<file path="src/rtl/pipeline_pkg.sv">
// Shared write-back types and RF write-enable encodings.
// Used by the write-port arbiter and its pending-write scoreboard.
package pipeline_pkg;

   localparam logic [1:0] WE_IDLE = 2'b00;
   localparam logic [1:0] WE_NORM = 2'b01;
   localparam logic [1:0] WE_LINK = 2'b11;

   localparam int unsigned RF_AW   = 5;
   localparam int unsigned RF_DW   = 32;
   localparam int unsigned RF_NREG = 32;

   localparam logic [RF_AW-1:0] LINK_REG = 5'd1;

   typedef struct packed {
      logic [RF_AW-1:0] addr;
      logic [RF_DW-1:0] data;
      logic             link;
   } wb_req_t;

   // A plain write to r0 is accepted but produces no RF write.
   function automatic logic [1:0] we_encode(input logic link, input logic [RF_AW-1:0] addr);
      if (link) return WE_LINK;
      if (addr != '0) return WE_NORM;
      return WE_IDLE;
   endfunction

endpackage

</file>
<file path="src/rtl/rf_scoreboard.sv">
// Per-register 2-bit saturating pending-write counters (r1..r31).
// Issue increments, committed RF writes decrement; exports pend_mask and iss_ready.
module rf_scoreboard
   import pipeline_pkg::*;
(
   input  logic               clk_i,
   input  logic               rst_i,
   input  logic               iss_valid_i,
   input  logic [RF_AW-1:0]   iss_addr_i,
   input  logic               iss_link_i,
   output logic               iss_ready_o,
   input  logic [1:0]         dec_we_i,
   input  logic [RF_AW-1:0]   dec_addr_i,
   output logic [RF_NREG-1:0] pend_mask_o
);

   logic [1:0]         cnt_q [RF_NREG];
   logic [1:0]         cnt_d [RF_NREG];
   logic [RF_NREG-1:0] inc;
   logic [RF_NREG-1:0] dec;
   logic               iss_fire;

   always_comb begin
      iss_ready_o = !rst_i
                    && !((iss_addr_i != '0) && (cnt_q[iss_addr_i] == 2'd3))
                    && !(iss_link_i && (cnt_q[LINK_REG] == 2'd3));
      iss_fire = iss_valid_i && iss_ready_o;

      // Set-style masks: addr==r1 together with link counts only once.
      inc = '0;
      if (iss_fire) begin
         if (iss_addr_i != '0) inc[iss_addr_i] = 1'b1;
         if (iss_link_i) inc[LINK_REG] = 1'b1;
      end
      dec = '0;
      if (dec_we_i != WE_IDLE) begin
         if (dec_addr_i != '0) dec[dec_addr_i] = 1'b1;
         if (dec_we_i == WE_LINK) dec[LINK_REG] = 1'b1;
      end
   end

   always_comb begin
      cnt_d    = cnt_q;
      cnt_d[0] = '0;
      for (int r = 1; r < RF_NREG; r++) begin
         if (inc[r] && !dec[r] && (cnt_q[r] != 2'd3)) begin
            cnt_d[r] = cnt_q[r] + 2'd1;
         end else if (dec[r] && !inc[r] && (cnt_q[r] != 2'd0)) begin
            cnt_d[r] = cnt_q[r] - 2'd1;
         end
      end
   end

   always_comb begin
      pend_mask_o = '0;
      for (int r = 1; r < RF_NREG; r++) begin
         pend_mask_o[r] = (cnt_q[r] != 2'd0);
      end
   end

   always_ff @(posedge clk_i) begin
      if (rst_i) begin
         for (int r = 0; r < RF_NREG; r++) cnt_q[r] <= '0;
      end else begin
         cnt_q <= cnt_d;
      end
   end

   always_ff @(posedge clk_i) begin
      if (!rst_i) begin
         assert ((dec & ~pend_mask_o) == '0)
         else $error("rf_scoreboard: write retired for a register with no pending issue");
      end
   end

endmodule

</file>
<file path="src/rtl/rf_wb_arbiter.sv">
// Round-robin owner of the RF write port with a registered write stage.
// DW/AW track the package widths; the scoreboard covers all 32 registers.
module rf_wb_arbiter
   import pipeline_pkg::*;
#(
   parameter int unsigned N  = 3,
   parameter int unsigned DW = RF_DW,
   parameter int unsigned AW = RF_AW
) (
   input  logic            clk_i,
   input  logic            rst_i,
   input  logic [N-1:0]    req_valid_i,
   input  logic [N*AW-1:0] req_addr_i,
   input  logic [N*DW-1:0] req_data_i,
   input  logic [N-1:0]    req_link_i,
   output logic [N-1:0]    req_ready_o,
   output logic [1:0]      rf_we_o,
   output logic [AW-1:0]   rf_wr_o,
   output logic [DW-1:0]   rf_wd_o,
   input  logic            iss_valid_i,
   input  logic [AW-1:0]   iss_addr_i,
   input  logic            iss_link_i,
   output logic            iss_ready_o,
   output logic [31:0]     pend_mask_o
);

   localparam int unsigned PW = (N > 1) ? $clog2(N) : 1;

   logic [PW-1:0] rr_q, rr_d;
   logic [PW-1:0] gnt_idx;
   logic          found;
   logic          xfer;
   logic [1:0]    we_q, we_d;
   wb_req_t       wb_q, wb_d;
   wb_req_t       sel;
   int unsigned   j;

   always_comb begin
      found   = 1'b0;
      gnt_idx = '0;
      j       = 0;
      for (int unsigned k = 0; k < N; k++) begin
         j = (32'(rr_q) + k) % N;
         if (!found && req_valid_i[PW'(j)]) begin
            found   = 1'b1;
            gnt_idx = PW'(j);
         end
      end
      xfer        = found && !rst_i;
      req_ready_o = '0;
      if (xfer) req_ready_o[gnt_idx] = 1'b1;
   end

   always_comb begin
      sel.addr = req_addr_i[gnt_idx*AW +: AW];
      sel.data = req_data_i[gnt_idx*DW +: DW];
      sel.link = req_link_i[gnt_idx];

      rr_d = rr_q;
      we_d = WE_IDLE;
      wb_d = wb_q;
      if (xfer) begin
         rr_d = (32'(gnt_idx) == N - 1) ? '0 : gnt_idx + 1'b1;
         we_d = we_encode(sel.link, sel.addr);
         wb_d = sel;
      end
   end

   always_ff @(posedge clk_i) begin
      if (rst_i) begin
         rr_q <= '0;
         we_q <= WE_IDLE;
         wb_q <= '0;
      end else begin
         rr_q <= rr_d;
         we_q <= we_d;
         wb_q <= wb_d;
      end
   end

   // A write still held in the stage when reset rises must never reach the RF.
   assign rf_we_o = rst_i ? WE_IDLE : we_q;
   assign rf_wr_o = wb_q.addr;
   assign rf_wd_o = wb_q.data;

   rf_scoreboard u_scoreboard (
      .clk_i       (clk_i),
      .rst_i       (rst_i),
      .iss_valid_i (iss_valid_i),
      .iss_addr_i  (iss_addr_i),
      .iss_link_i  (iss_link_i),
      .iss_ready_o (iss_ready_o),
      .dec_we_i    (rf_we_o),
      .dec_addr_i  (wb_q.addr),
      .pend_mask_o (pend_mask_o)
   );

endmodule

</file>
<file path="config.mk">
export PLATFORM = sky130hd
export DESIGN_NAME = rf_wb_arbiter
export DESIGN_NICKNAME = d
export VERILOG_FILES = /design/src/rtl/pipeline_pkg.sv /design/src/rtl/rf_scoreboard.sv /design/src/rtl/rf_wb_arbiter.sv
export SDC_FILE = /design/constraint.sdc
export NUM_CORES = 1
export LEC_CHECK = 0
export BUFFER_PORTS_ARGS = -buffer_cell sky130_fd_sc_hd__buf_2
export CAP_MARGIN = 20
export CORE_MARGIN = 1.5
export CORE_UTILIZATION = 33
export DETAILED_ROUTE_END_ITERATION = 8
export GPL_TIMING_DRIVEN = 0
export RECOVER_POWER = 100
export SYNTH_ARGS = -nofsm -noshare
export SYNTH_HDL_FRONTEND = slang
export SYNTH_SLANG_ARGS = --single-unit
</file>
<file path="constraint.sdc">
create_clock -name clk_i -period 4.4 [get_ports clk_i]
set_clock_uncertainty 0.05 [all_clocks]
set_input_delay 0.22 -clock clk_i [delete_from_list [all_inputs] [get_ports clk_i]]
set_output_delay 0.22 -clock clk_i [all_outputs]
set_load 0.05 [all_outputs]
</file>
==> run metrics, run 1 <==
Root Driver clkbuf_16; core area 0.0210 mm^2; Crit Path Max Fanout 10; Worst setup EP type register; post-synthesis sequential area ratio 0.292; PwrDens 448 mW/mm^2; Area growth syn-to-layout 21.5%; layout cells sized above 1 0.169; 1st-pass router iterations 5; power consumption 3.84 mW; largest net degree at the start of global routing 21; commonest non-fill, non-tap cell in the layout nand2_1; placed cells 1411; drt wl/cell 21.2 um; H-tree levels 3; fin. max-slew vios 0; final wirelength 30.2 mm; Synth Register Bits 103; CTS Hold Bufs 0; row cnt 53; Vias 8487; CTS buffer count 9; Synth async-reset ratio 0; Cell Area, Synth 0.00706 mm^2; die area 0.0223 mm^2; vias in the first global route 7825; CP Launch Point iss_addr_i[1]; post-CTS sizing 0; clock buffer depth 2; Max Clock Freq 245 MHz; # nets final 1275; Clk Latency, worst-skew pair 0.38 ns; Crit Path Class in -> reg; post-synth net total 1066; Worst R2R Start u_scoreboard.cnt_q[38]$_SDFFE_PP0P_; DRC 0; VDD IR max 0.431 mV; unrepaired setup endpoints after global routing no; Setup Fix Bufs, Post-CTS 0; CTS tree built; Yosys warnings 0; post-synthesis cell count 938; commonest register cell after synthesis dfxtp_1; Via density 5.95; Worst Max-Slew Pin Slew 1.05 ns; # IOs 201; Post-synth EDFFs 0; Synth cell types 73; fin cells 1427; static leakage 3.35 nW; Final Core Density 0.408; gpl congestion 1.01; Die Wd 149 um; arrival time at the worst endpoint 4.31 ns; initial antenna violation count 0; GRT Resource Usage Total 0.269; Tmin final 4.08 ns; first-pass GRT wire length 45.3 mm; clk sink count 103; commonest cells after routing, fill and taps aside nand2_1 (138), clkbuf_1 (136), buf_2 (125), dfxtp_1 (103), nor2_1 (74); HP Start req_data_i[24]; Starting Density 0.336; count of port buffers added during placement 197; HPWL Detailed 23.2 mm; 1st-iter DRT viols 901; setup violators final 0; DIE HEIGHT 149 um; status completed; number of diodes 0; Max-cap violations 0; Setup TNS Final 0 ns; syn_area_per_cell 7.52 um^2; GRT overflow 0; Routed Antenna Nets 0; Slew headroom 0.296; CP Launch Type primary input; HP Class in -> reg; Worst-path clk slew 0.09 ns; Tcrit/Tclk final 0.928; Final Hold Fails 0; Worst Path Required 4.62 ns
-- flip-flops by register name, summed over array words and instances (netlist names) --
register and count:
we_q 2, rf_wr_o 5, rf_wd_o 32, rr_q 2, u_scoreboard.cnt_q 62
-- cell usage after synthesis (3+ instances only) --
cell type,instances,share of area
a211oi_1,4,0.0043
a22o_1,27,0.034
buf_2,8,0.0057
and3b_1,3,0.0037
o2111ai_1,16,0.020
o32ai_1,18,0.022
and2_1,9,0.0080
or2_2,34,0.030
a31oi_1,15,0.013
nand3b_1,5,0.0053
nor2b_1,22,0.020
mux2i_1,25,0.035
nand3_1,20,0.014
or3b_2,5,0.0062
dfxtp_1,103,0.29
a41oi_1,7,0.0087
buf_1,3,0.0016
o21bai_1,6,0.0064
o211ai_1,25,0.027
o22ai_1,20,0.018
nor3b_1,12,0.013
a222oi_1,16,0.023
nor2_1,73,0.039
nor3_1,22,0.016
o21ai_0,33,0.023
buf_6,4,0.0064
inv_1,23,0.012
and3_1,19,0.017
nand2b_1,8,0.0071
nor4_1,16,0.014
clkbuf_1,51,0.027
a21o_1,8,0.0085
nand4_1,9,0.0080
a32o_1,6,0.0085
or4_1,12,0.013
or3_1,11,0.0098
nand2_1,138,0.073
nor4b_1,7,0.0087
a21oi_1,51,0.036
-- cells by family after synthesis --
logic type | count (synthesis) | share of synthesized area
muxes | 29 | 0.0450
buffers and inverters | 92 | 0.0559
and+or+nand+nor | 433 | 0.315
DFF | 103 | 0.292
adders and majority gates | 4 | 0.00638
AOI/OAI and AO/OA | 276 | 0.285
other | 1 | 0.000531
-- where the power goes --
| part | internal [mW] | switching, mW | total (mW) |
|---|---|---|---|
| logic | 0.459 | 1.35 | 1.81 |
| registers | 1.09 | 0.109 | 1.19 |
| clock network | 0.402 | 0.434 | 0.836 |
| total | 1.95 | 1.89 | 3.84 |
-- layer usage --
metal / wire length [um] / vias to the layer above / GRT usage
met2: 14600 / 517 / 0.466
li1: - / 3969 / -
met1: 11500 / 3924 / 0.324
met3: 3000 / 77 / 0.0572
met4: 1110 / 0 / 0.104
met5: 0 / - / 0
-- stage by stage --
| step | hold slack (ns) | worst slack, ns | instance area [um^2] |
|---|---|---|---|
| floorplan | 0.306 | 1.40 | 7060 |
| global placement | 0.385 | 0.668 | 8390 |
| detailed placement | 0.394 | 0.668 | 8400 |
| CTS | 0.0101 | 0.666 | 8690 |
| global route | 0.0129 | 0.256 | 8570 |
| finish | 0.0160 | 0.315 | 8570 |
-- final timing paths --
kind,endpoint,cells after the start,slack [ns]
setup reg to reg,u_scoreboard.cnt_q[33]$_SDFFE_PP0P_,8,0.76
hold reg to reg,rf_wd_o[6]$_SDFFE_PP0P_,2,0.41
hold / removal,rf_wd_o[24]$_SDFFE_PP0P_,3,0.02
setup / recovery,u_scoreboard.cnt_q[33]$_SDFFE_PP0P_,11,0.32
-- critical path: stages --
cell and delay [ns]:
buf_6 0.14, buf_6 0.21, clkbuf_1 0.59, mux2i_1 0.36, nor3_1 0.07, nor4_1 0.47, o2111ai_1 0.61, nand2_1 0.57
clkbuf_1 0.62, a41oi_1 0.26, o32ai_1 0.17
-- cell type report --
type,count,area [um^2]
fillers,2247,12400
multi-input cells,743,4600
flip-flops and latches,103,2060
repair buffers,198,898
well taps,275,344
plain buffers,69,292
clock buffers,9,225
inverters,23,86.3
clock inverters,7,70.1
(Power assumes the default switching activity.)
==> inputs of run 2 (changes only) <==
--- a/config.mk
+++ b/config.mk
@@ -7,7 +7,6 @@
 export LEC_CHECK = 0
 export BUFFER_PORTS_ARGS = -buffer_cell sky130_fd_sc_hd__buf_2
 export CAP_MARGIN = 20
-export CORE_MARGIN = 1.5
 export CORE_UTILIZATION = 33
 export DETAILED_ROUTE_END_ITERATION = 8
 export GPL_TIMING_DRIVEN = 0
==> run metrics, run 2 (synthesis results as in run 1) <==
status completed; Largest register FFs 62; 1st-pass router iterations 7; largest register by flop count u_scoreboard.cnt_q; HP Class in -> reg; Crit Path Max Fanout 10; vias in the first global route 7719; final wirelength 30.3 mm; GRT Resource Usage Total 0.271; Setup TNS Final 0 ns; drt wl/cell 21.2 um; # IOs 201; Die Wd 148 um; flop2flop setup slack 0.75 ns; clock buffer depth 2; Final Hold Fails 0; HPWL Detailed 23.2 mm; Reg2Reg Depth 8; CTS tree built; fin cells 1428; Via density 5.96; placed cells 1411; commonest cells after routing, fill and taps aside nand2_1 (138), clkbuf_1 (135), buf_2 (126), dfxtp_1 (103), nor2_1 (74); Starting Density 0.336; first-pass GRT wire length 45.1 mm; WHS Path Cells 3; hold_ws 0.0250 ns; post-CTS sizing 0; setup violators final 0; Max-cap violations 0; initial antenna violation count 1; Worst Max-Slew Pin Slew 1.23 ns; Slew headroom 0.180; Fill cells 2251; Worst setup EP type register; worst slack at placement 0.637 ns; Worst Path Required 4.60 ns; # nets final 1275; VDD IR max 0.488 mV; Worst-path clk slew 0.09 ns; DIE HEIGHT 148 um; GRT overflow 0; layout cells sized above 1 0.170; core area 0.0210 mm^2; arrival time at the worst endpoint 4.29 ns; Worst R2R Start u_scoreboard.cnt_q[38]$_SDFFE_PP0P_; die area 0.0220 mm^2; unrepaired setup endpoints after global routing no; CTS buffer count 9; HP Start req_data_i[13]; Hold Crit Endpoint rf_wd_o[13]$_SDFFE_PP0P_; Setup Fix Bufs, Post-CTS 0; 1st-iter DRT viols 769; Final WS setup 0.310 ns; CTS Hold Bufs 0; clk sink count 103; commonest non-fill, non-tap cell in the layout nand2_1; H-tree levels 3; Vias 8504; CP Launch Type primary input; Tmin final 4.09 ns; Tcrit/Tclk final 0.930; Routed Antenna Nets 0; Crit Path Class in -> reg; Max Clock Freq 244 MHz; PwrDens 448 mW/mm^2; Area growth syn-to-layout 21.6%; gpl congestion 0.997; Clk Latency, worst-skew pair 0.37 ns; count of port buffers added during placement 197; DRC 0; Root Driver clkbuf_16; static leakage 3.35 nW; largest net degree at the start of global routing 21; row cnt 53; reg2reg end u_scoreboard.cnt_q[33]$_SDFFE_PP0P_; fin. max-slew vios 0
## run 2: layer usage
metal,GRT usage,vias up,routed length [um]
met2,0.464,496,14500
li1,-,3949,-
met5,0,-,0
met4,0.126,0,1290
met3,0.0571,86,2590
met1,0.323,3973,11900
## run 2: stage by stage
stage               total power, mW   util  instance area, um^2
finish                         3.84  0.408                 8580
floorplan                      2.48      -                 7060
global placement               3.03  0.399                 8390
CTS                            3.88  0.414                 8690
detailed placement             3.04  0.399                 8400
global route                   4.02  0.408                 8580
## run 2: final cells by class
type / count / area, um^2 / share of cell area
antenna: 1 / 2.50 / 0.000292
sequential: 103 / 2060 / 0.240
buffer: 69 / 293 / 0.0341
tap: 275 / 344 / 0.0401
multi-input combinational: 743 / 4600 / 0.536
timing repair buffer: 198 / 898 / 0.105
clock buffer: 9 / 225 / 0.0262
inverter: 23 / 86.3 / 0.0101
clock inverter: 7 / 73.8 / 0.00860
## run 2: worst max path at each step
stage	startpoint	end	slack [ns]	cells after the start
3_5_place_dp	iss_addr_i[1]	u_scoreboard.cnt_q[5]$_SDFFE_PP0P_	0.64	11
3_3_place_gp	iss_addr_i[1]	u_scoreboard.cnt_q[41]$_SDFFE_PP0P_	0.65	11
6_report	iss_addr_i[1]	u_scoreboard.cnt_q[33]$_SDFFE_PP0P_	0.31	11
2_1_floorplan	rr_q[0]$_SDFFE_PP0P_	rf_wd_o[24]$_SDFFE_PP0P_	1.40	10
4_1_cts	rr_q[0]$_SDFFE_PP0P_	req_ready_o[0]	0.73	9
5_1_grt	iss_addr_i[1]	u_scoreboard.cnt_q[5]$_SDFFE_PP0P_	0.28	11
## run 2: where the power goes
group          total (mW)  internal [mW]  switching [mW]
Combinational        1.80          0.459            1.34
Clock               0.846          0.404           0.441
Sequential           1.20           1.09           0.110
Total                3.84           1.95            1.89
## run 2: worst max-delay path, stage by stage
cell	delay, ns
buf_6	0.14
buf_6	0.21
clkbuf_1	0.59
mux2i_1	0.36
nor3_1	0.08
nor4_1	0.50
o2111ai_1	0.60
nand2_1	0.57
clkbuf_1	0.57
a41oi_1	0.24
o32ai_1	0.21
